$ cat config.mk
export PLATFORM = sky130hd
export DESIGN_NAME = mips_dmem_rmw_ctrl_flat
export DESIGN_NICKNAME = d
export VERILOG_FILES = /design/src/rtl/mips_dmem_rmw_ctrl_if.sv /design/src/rtl/mips_dmem_rmw_ctrl.sv /design/src/flat_wrapper.sv
export SDC_FILE = /design/constraint.sdc
export NUM_CORES = 1
export LEC_CHECK = 0
export BUFFER_PORTS_ARGS = -buffer_cell sky130_fd_sc_hd__buf_2
export CORE_MARGIN = 5
export CORE_UTILIZATION = 35
export DETAILED_ROUTE_END_ITERATION = 12
export RECOVER_POWER = 50
export SLEW_MARGIN = 20
export SYNTH_ARGS = -nofsm -noshare
export SYNTH_HDL_FRONTEND = slang
export SYNTH_SLANG_ARGS = --single-unit
$ cat constraint.sdc
create_clock -name clk -period 5.2 [get_ports clk]
set_input_delay 0.78 -clock clk [delete_from_list [all_inputs] [get_ports clk]]
set_output_delay 0.78 -clock clk [all_outputs]
set_load 0.01 [all_outputs]
$ cat src/rtl/mips_dmem_rmw_ctrl_if.sv
// CPU data port and data-RAM port of the MIPS data-memory read-modify-write controller.
// The slave modport is the controller; the master modport is the CPU/RAM side.
interface mips_dmem_rmw_ctrl_if;
  logic [31:0] cpu_address;
  logic        cpu_read;
  logic        cpu_write;
  logic [3:0]  cpu_byteenable;
  logic [31:0] cpu_writedata;
  logic [31:0] cpu_readdata;
  logic        cpu_stall;
  logic [31:0] mem_address;
  logic        mem_read;
  logic        mem_write;
  logic [31:0] mem_writedata;
  logic [31:0] mem_readdata;

  modport slave (
    input  cpu_address, cpu_read, cpu_write, cpu_byteenable, cpu_writedata, mem_readdata,
    output cpu_readdata, cpu_stall, mem_address, mem_read, mem_write, mem_writedata
  );

  modport master (
    output cpu_address, cpu_read, cpu_write, cpu_byteenable, cpu_writedata, mem_readdata,
    input  cpu_readdata, cpu_stall, mem_address, mem_read, mem_write, mem_writedata
  );
endinterface

$ cat src/rtl/mips_dmem_rmw_ctrl.sv
// Data-memory controller: byte-swaps between register and memory order and turns
// partial stores into a 3-cycle read-modify-write against a word-only RAM.
module mips_dmem_rmw_ctrl (
  input  logic                  clk,
  input  logic                  reset,
  input  logic                  clk_enable,
  mips_dmem_rmw_ctrl_if.slave   bus,
  output logic                  align_err
);

  typedef enum logic [1:0] {
    IDLE   = 2'b00,
    RMW_RD = 2'b01,
    RMW_WR = 2'b10
  } state_t;

  function automatic logic [31:0] swap(input logic [31:0] x);
    return {x[7:0], x[15:8], x[23:16], x[31:24]};
  endfunction

  state_t      state, next_state;
  logic [31:0] rmw_buf;
  logic [31:0] merged;
  logic [31:0] merge_word;
  logic [31:0] old_reg;
  logic [31:2] lat_addr;
  logic [3:0]  lat_be;
  logic [31:0] lat_wd;
  logic        capture;
  logic        fsm_read, fsm_write, fsm_stall;
  logic [31:0] addr_out, wdata_out;
  logic        wr_req, rd_req, be_full, be_none;

  assign wr_req  = bus.cpu_write;
  assign rd_req  = bus.cpu_read & ~bus.cpu_write;
  assign be_full = (bus.cpu_byteenable == 4'b1111);
  assign be_none = (bus.cpu_byteenable == 4'b0000);

  always_comb begin
    old_reg    = swap(rmw_buf);
    merge_word = old_reg;
    for (int i = 0; i < 4; i++) begin
      if (lat_be[i]) merge_word[8*i +: 8] = lat_wd[8*i +: 8];
    end
  end

  always_comb begin
    next_state = state;
    fsm_read   = 1'b0;
    fsm_write  = 1'b0;
    fsm_stall  = 1'b0;
    capture    = 1'b0;
    addr_out   = {bus.cpu_address[31:2], 2'b00};
    wdata_out  = swap(bus.cpu_writedata);
    case (state)
      IDLE: begin
        if (wr_req) begin
          if (be_full) begin
            fsm_write = 1'b1;
          end else if (!be_none) begin
            fsm_read   = 1'b1;
            fsm_stall  = 1'b1;
            capture    = 1'b1;
            next_state = RMW_RD;
          end
        end else if (rd_req) begin
          fsm_read = 1'b1;
        end
      end
      RMW_RD: begin
        fsm_stall  = 1'b1;
        addr_out   = {lat_addr, 2'b00};
        next_state = RMW_WR;
      end
      RMW_WR: begin
        fsm_write  = 1'b1;
        addr_out   = {lat_addr, 2'b00};
        wdata_out  = swap(merged);
        next_state = IDLE;
      end
      default: next_state = IDLE;
    endcase
  end

  // Store operands are latched in IDLE so the CPU may change its inputs mid-RMW.
  always_ff @(posedge clk or negedge reset) begin
    if (!reset) begin
      state     <= IDLE;
      rmw_buf   <= '0;
      merged    <= '0;
      lat_addr  <= '0;
      lat_be    <= '0;
      lat_wd    <= '0;
      align_err <= 1'b0;
    end else if (clk_enable) begin
      state <= next_state;
      if (capture) begin
        rmw_buf  <= bus.mem_readdata;
        lat_addr <= bus.cpu_address[31:2];
        lat_be   <= bus.cpu_byteenable;
        lat_wd   <= bus.cpu_writedata;
      end
      if (state == RMW_RD) merged <= merge_word;
      if (state == IDLE && (bus.cpu_read || bus.cpu_write) && bus.cpu_address[1:0] != 2'b00)
        align_err <= 1'b1;
    end
  end

  // Strobes are masked by reset directly, and the write strobe by clk_enable so a frozen
  // write cycle never commits more than once.
  assign bus.mem_read      = fsm_read & reset;
  assign bus.mem_write     = fsm_write & clk_enable & reset;
  assign bus.cpu_stall     = fsm_stall & reset;
  assign bus.mem_address   = addr_out;
  assign bus.mem_writedata = wdata_out;
  assign bus.cpu_readdata  = swap(bus.mem_readdata);

endmodule

$ cat src/flat_wrapper.sv
// flat-port wrapper written by rule: the top's interface ports become plain ports
module mips_dmem_rmw_ctrl_flat 
  (clk, reset, clk_enable, align_err, bus_cpu_address, bus_cpu_read, bus_cpu_write, bus_cpu_byteenable, bus_cpu_writedata, bus_mem_readdata, bus_cpu_readdata, bus_cpu_stall, bus_mem_address, bus_mem_read, bus_mem_write, bus_mem_writedata);
  mips_dmem_rmw_ctrl_if bus_i ();
  input  logic clk;
  input  logic reset;
  input  logic clk_enable;
  output logic align_err;
  input wire logic [$bits(bus_i.cpu_address)-1:0] bus_cpu_address;
  input wire logic [$bits(bus_i.cpu_read)-1:0] bus_cpu_read;
  input wire logic [$bits(bus_i.cpu_write)-1:0] bus_cpu_write;
  input wire logic [$bits(bus_i.cpu_byteenable)-1:0] bus_cpu_byteenable;
  input wire logic [$bits(bus_i.cpu_writedata)-1:0] bus_cpu_writedata;
  input wire logic [$bits(bus_i.mem_readdata)-1:0] bus_mem_readdata;
  output wire logic [$bits(bus_i.cpu_readdata)-1:0] bus_cpu_readdata;
  output wire logic [$bits(bus_i.cpu_stall)-1:0] bus_cpu_stall;
  output wire logic [$bits(bus_i.mem_address)-1:0] bus_mem_address;
  output wire logic [$bits(bus_i.mem_read)-1:0] bus_mem_read;
  output wire logic [$bits(bus_i.mem_write)-1:0] bus_mem_write;
  output wire logic [$bits(bus_i.mem_writedata)-1:0] bus_mem_writedata;
  assign bus_i.cpu_address = bus_cpu_address;
  assign bus_i.cpu_read = bus_cpu_read;
  assign bus_i.cpu_write = bus_cpu_write;
  assign bus_i.cpu_byteenable = bus_cpu_byteenable;
  assign bus_i.cpu_writedata = bus_cpu_writedata;
  assign bus_i.mem_readdata = bus_mem_readdata;
  assign bus_cpu_readdata = bus_i.cpu_readdata;
  assign bus_cpu_stall = bus_i.cpu_stall;
  assign bus_mem_address = bus_i.mem_address;
  assign bus_mem_read = bus_i.mem_read;
  assign bus_mem_write = bus_i.mem_write;
  assign bus_mem_writedata = bus_i.mem_writedata;
  mips_dmem_rmw_ctrl u_core (.clk(clk), .reset(reset), .clk_enable(clk_enable), .bus(bus_i), .align_err(align_err));
endmodule
---- After elaboration in Yosys (flattened, before gate mapping) ----
Cells that the tools add are included.
word-level totals
  input bits .............................. 105
  word-level logic and storage cells ...... 51
  output and inout bits ................... 100
  register bits ........................... 133
cells by class
  equality and inequality tests ........... 6
  reductions and logical operators ........ 11
  muxes and demuxes ....................... 21
  bitwise logic cells ..................... 6
operators by type and width
  kind                number
  $mux 32             2
  $mux 8              4
  $mux 1              9
  $mux 2              3
  $ne 2x2->1 const B  3
  $reduce_and 2->1    3
  $and 1x1->1         5
  $eq 4x4->1 const B  1
  $logic_not 4->1     1
  $pmux 1 s2          2
  $pmux 2 s2          1
  $reduce_and 4->1    1
  $eq 2x1->1 const B  1
  $eq 2x2->1 const B  1
  $logic_and 1x1->1   2
  $logic_not 2->1     1
  $reduce_bool 2->1   1
  $reduce_or 2->1     1
  $logic_or 1x1->1    1
  $not 1->1           1

---- Depth between registers and ports, before layout ----
  depth in word-level cells ............... 6
  mapped depth ............................ 7

---- Least setup slack after synthesis ----
No wires, ideal clock.
  path kind ............................... in2out
  start point ............................. input port bus_cpu_byteenable[2]
  end point ............................... output port bus_mem_read
  buffers on the path ..................... 1
  required time ........................... 4420 ps
  arrival ................................. 1648 ps
  path slack .............................. 2772 ps
  stages on the path ...................... 4
  cells stage by stage .................... and4_1 -> clkbuf_1 -> o21a_1 -> nor3b_1
between the ends
  word-level cells in the longest chain between the ends .. 6
RTL lines
  element          RTL line                   RTL
  from (decl)      flat_wrapper.sv:12         input wire logic [$bits(bus_i.cpu_byteenable)-1:0] bus_cpu_byteenable;
  $logic_not 4->1  mips_dmem_rmw_ctrl.sv:37   assign be_none = (bus.cpu_byteenable == 4'b0000);
  $mux 1           mips_dmem_rmw_ctrl.sv:60   end else if (!be_none) begin
  $mux 1 (*)       mips_dmem_rmw_ctrl.sv:58   if (be_full) begin
  $mux 1 (*)       mips_dmem_rmw_ctrl.sv:57   if (wr_req) begin
  $mux 1 (*)       mips_dmem_rmw_ctrl.sv:55   case (state)
  $and 1x1->1 (*)  mips_dmem_rmw_ctrl.sv:111  assign bus.mem_read = fsm_read & reset;
  to (decl)        flat_wrapper.sv:18         output wire logic [$bits(bus_i.mem_read)-1:0] bus_mem_read;
Every way passes the cells marked *; elsewhere a longest branch is shown, timed or not.

---- Worst setup path in the final report ----
  start point ............................. register u_core.state[1]
  end point ............................... output port bus_mem_address[8]
between the ends
  word-level cells in the longest chain between the ends .. 3
RTL lines
  element                                   RTL line                  RTL
  from (decl)                               mips_dmem_rmw_ctrl.sv:21  state_t state, next_state;
  from (signal assigned)                    mips_dmem_rmw_ctrl.sv:96  state <= next_state;
  $eq 2x2->1 or $eq 2x1->1 (tied branches)  n/a
  $reduce_or 2->1 (no source line) (*)      n/a
  $mux 32 (*)                               mips_dmem_rmw_ctrl.sv:55
  to (decl)                                 flat_wrapper.sv:17        output wire logic [$bits(bus_i.mem_address)-1:0] bus_mem_address;
Marks and branches as above.

==> results.py <==
metrics = {
    "die": {
        "rows": 49,
        "chipWidth_um": 144.7,
        "fp.coreArea_um2": 17900,
        "die_h_um": 144.7,
        "fp.dieArea_um2": 20940,
        "io_pins": 205,
        "start_util": 0.3548,
    },
    "critical_path": {
        "path_max_fanout": 30,
        "cp_data_arrival_time_ps": 2570,
        "r2r-end": "u_core.merged[30]",
        "critPathLaunchType": "flop",
        "setup.worst_path.end": "bus_mem_address[8]",
        "cp.buffers_inverters": 2,
        "reg2reg_depth": 6,
        "end_kind": "primary output",
        "startpoint": "u_core.state[1]",
        "path_depth": 4,
        "worstReg2RegStart": "u_core.state[1]",
        "required_ps": 4420,
        "rrSetupSlack_ps": 2290,
        "cp_slowest_stage_delay_ps": 1100,
        "slowest_stage": "ha_1",
        "crit_family": "adder cells",
        "crit_chain": "inv_1 -> ha_1 -> mux2_2 -> buf_2",
        "critPathKind": "reg -> out",
    },
    "cells_and_area": {
        "fin_cells": 890,
        "final_common_cell": "buf_2",
        "nFillCells": 1718,
        "seqCellArea_um2": 3328,
        "area_growth_pct": 24.11,
        "layout_common_cells": "buf_2, mux2_2, dfrtp_1",
        "design_area_um2": 7884,
        "final_nets": 756,
        "multiInputGateArea_um2": 2629,
        "drive_gt1_frac": 0.5273,
    },
    "place": {
        "pre_cts_slack_ps": 2270,
        "placed_cell_area_um2": 7312,
        "place.gp.congestion": 0.6945,
        "port_buffers": 202,
        "dp.cells": 857,
        "hpwl_um": 10360,
    },
    "sta": {
        "max_freq_mhz": 298.7,
        "final.min_clock_period_ps": 3348,
        "worstMarginPinSlew_ps": 1787,
        "fin_crit_sh": 0.6438,
        "hold_viol_final": 0,
        "relSlewSlack": -0.1919,
        "finalSetupTns_ps": 0,
        "hold_ws_ps": 366.0,
        "rsz0062_at_grt": "no",
        "setup_viol": 0,
        "drv_slew": 34,
        "fin_skew_ps": 10.24,
        "setup_ws_ps": 1852,
    },
    "min_path": {
        "hold_path.class": "in -> async",
    },
    "power": {
        "powerDensity_nw_per_um2": 625.8,
        "power_leakage_nw": 3.563,
        "ir_drop_mv": 0.2696,
    },
    "clock_tree": {
        "cts_sinks": 133,
        "htree_levels": 4,
        "clock_path_buffers": 2,
        "numCtsBuffers": 17,
        "clk_pin_slew_ps": 60,
        "cts_hold_buf": 0,
        "cts_setup_buffers": 0,
        "clk_latency_ps": 410,
        "cts_root_buf": "clkbuf_16",
        "cts_resized": 0,
        "cts_tree": "done",
    },
    "status": {
        "status": "finished, violations left",
        "violations": "max-capacitance violations, max-slew violations",
    },
    "logic_synthesis": {
        "synth_seq_area_share": 0.5239,
        "ys_warn_count": 0,
        "synth_seq_cells": 133,
        "syn_area_um2": 6352,
        "synth_cells": 484,
        "syn_avg_cell_area_um2": 13.12,
        "yosysTopAreaCellShare": 0.5239,
        "yosysTopAreaCell": "dfrtp_1",
        "ys_types": 29,
        "synth_area_leaders": "dfrtp_1, mux2_2, mux2i_1",
    },
    "detailed_routing": {
        "detail-route-antenna-nets": 0,
        "drt_iter0_drc": 114,
        "avgRoutedWirePerCell_um": 16.62,
        "route.detailed.drc": 0,
        "routed_via_density": 4.792,
        "num_vias": 4265,
        "wl_um": 14800,
        "dr.pass1.iters": 4,
    },
    "flow_run": {
        "cap_violations": 1,
    },
    "grt": {
        "grt_use_total": 0.1435,
        "antenna_found_initial": 3,
        "grt_max_degree": 77,
        "gr-total-overflow": 0,
        "grt_pass1_vias": 4625,
        "grt_pass1_wl_um": 23280,
    },
}
[cells by family (layout without fill, tap and decap cells)]
| kind of cell | after synthesis | in the layout | share of synthesized area |
|---|---|---|---|
| muxes | 192 | 192 | 0.3341 |
| adders and majority gates | 4 | 4 | 0.007879 |
| DFF | 133 | 133 | 0.5239 |
| buffers and inverters | 66 | 241 | 0.06224 |
| AOI/OAI and AO/OA | 41 | 41 | 0.03565 |
| and+or+nand+nor | 47 | 47 | 0.03565 |
| other | 1 | 3 | 0.0005903 |
[state kept, by name, summed over array words and instances (netlist names)]
| signal | flops |
|---|---|
| u_core.lat_wd | 32 |
| u_core.merged | 32 |
| u_core.rmw_buf | 32 |
| u_core.lat_addr | 30 |
| u_core.lat_be | 4 |
| u_core.state | 2 |
| u_core.align_err | 1 |
[through the flow]
| stage | power, mW | utilization |
|---|---|---|
| after CTS | 5.024 | 0.4432 |
| after detailed placement | 3.741 | 0.4084 |
| after global routing | 5.276 | 0.4404 |
| after global placement | 3.642 | 0.4083 |
| final | 4.933 | 0.4404 |
| after floorplan | 3.140 | - |
[power by group]
part	internal (mW)	switching (mW)	leakage [nW]
registers	1.56	0.325	1.56
logic	0.999	0.800	1.71
clock network	0.786	0.467	0.293
total	3.34	1.59	3.56
[Yosys cell counts, drive strengths merged]
cell type  count
o21ai          2
and4           1
o221a          1
a21oi         32
buf           49
o21a           2
nor2          34
nor3           2
ha             4
a31oi          1
nor4           2
o21bai         1
dfrtp        133
inv            3
mux2         160
and2           1
nand2          4
a2bb2oi        1
o211ai         1
nor3b          1
mux2i         32
or4b           1
clkbuf        14
conb           1
nand3b         1
[layer usage]
layer	global-route usage	vias to the layer above	wire length, µm
li1	-	2019	-
met1	0.1710	2075	6199
met2	0.2390	143	7103
met3	0.05192	24	1223
met4	0.05302	4	247
met5	0	-	21
[worst min-delay path by stage]
stage,from,endpoint,slack (ps),depth (start not counted)
after floorplan,u_core.lat_addr[10],u_core.lat_addr[10],450,1
after detailed placement,u_core.lat_addr[8],u_core.lat_addr[8],470,1
after CTS,reset,u_core.merged[9],400,1
final,reset,u_core.merged[9],370,1
after global routing,reset,u_core.merged[9],430,1
after global placement,u_core.align_err,u_core.align_err,460,1
[cell type report]
cell class	instances	area share
flip-flops and latches	133	0.4222
multi-input cells	286	0.3334
repair buffers	206	0.1274
clock buffers	19	0.05745
well taps	229	0.03634
clock inverters	13	0.02143
inverters	3	0.001428
diodes	1	0.0003174
Power figures use the tool's default switching activity.
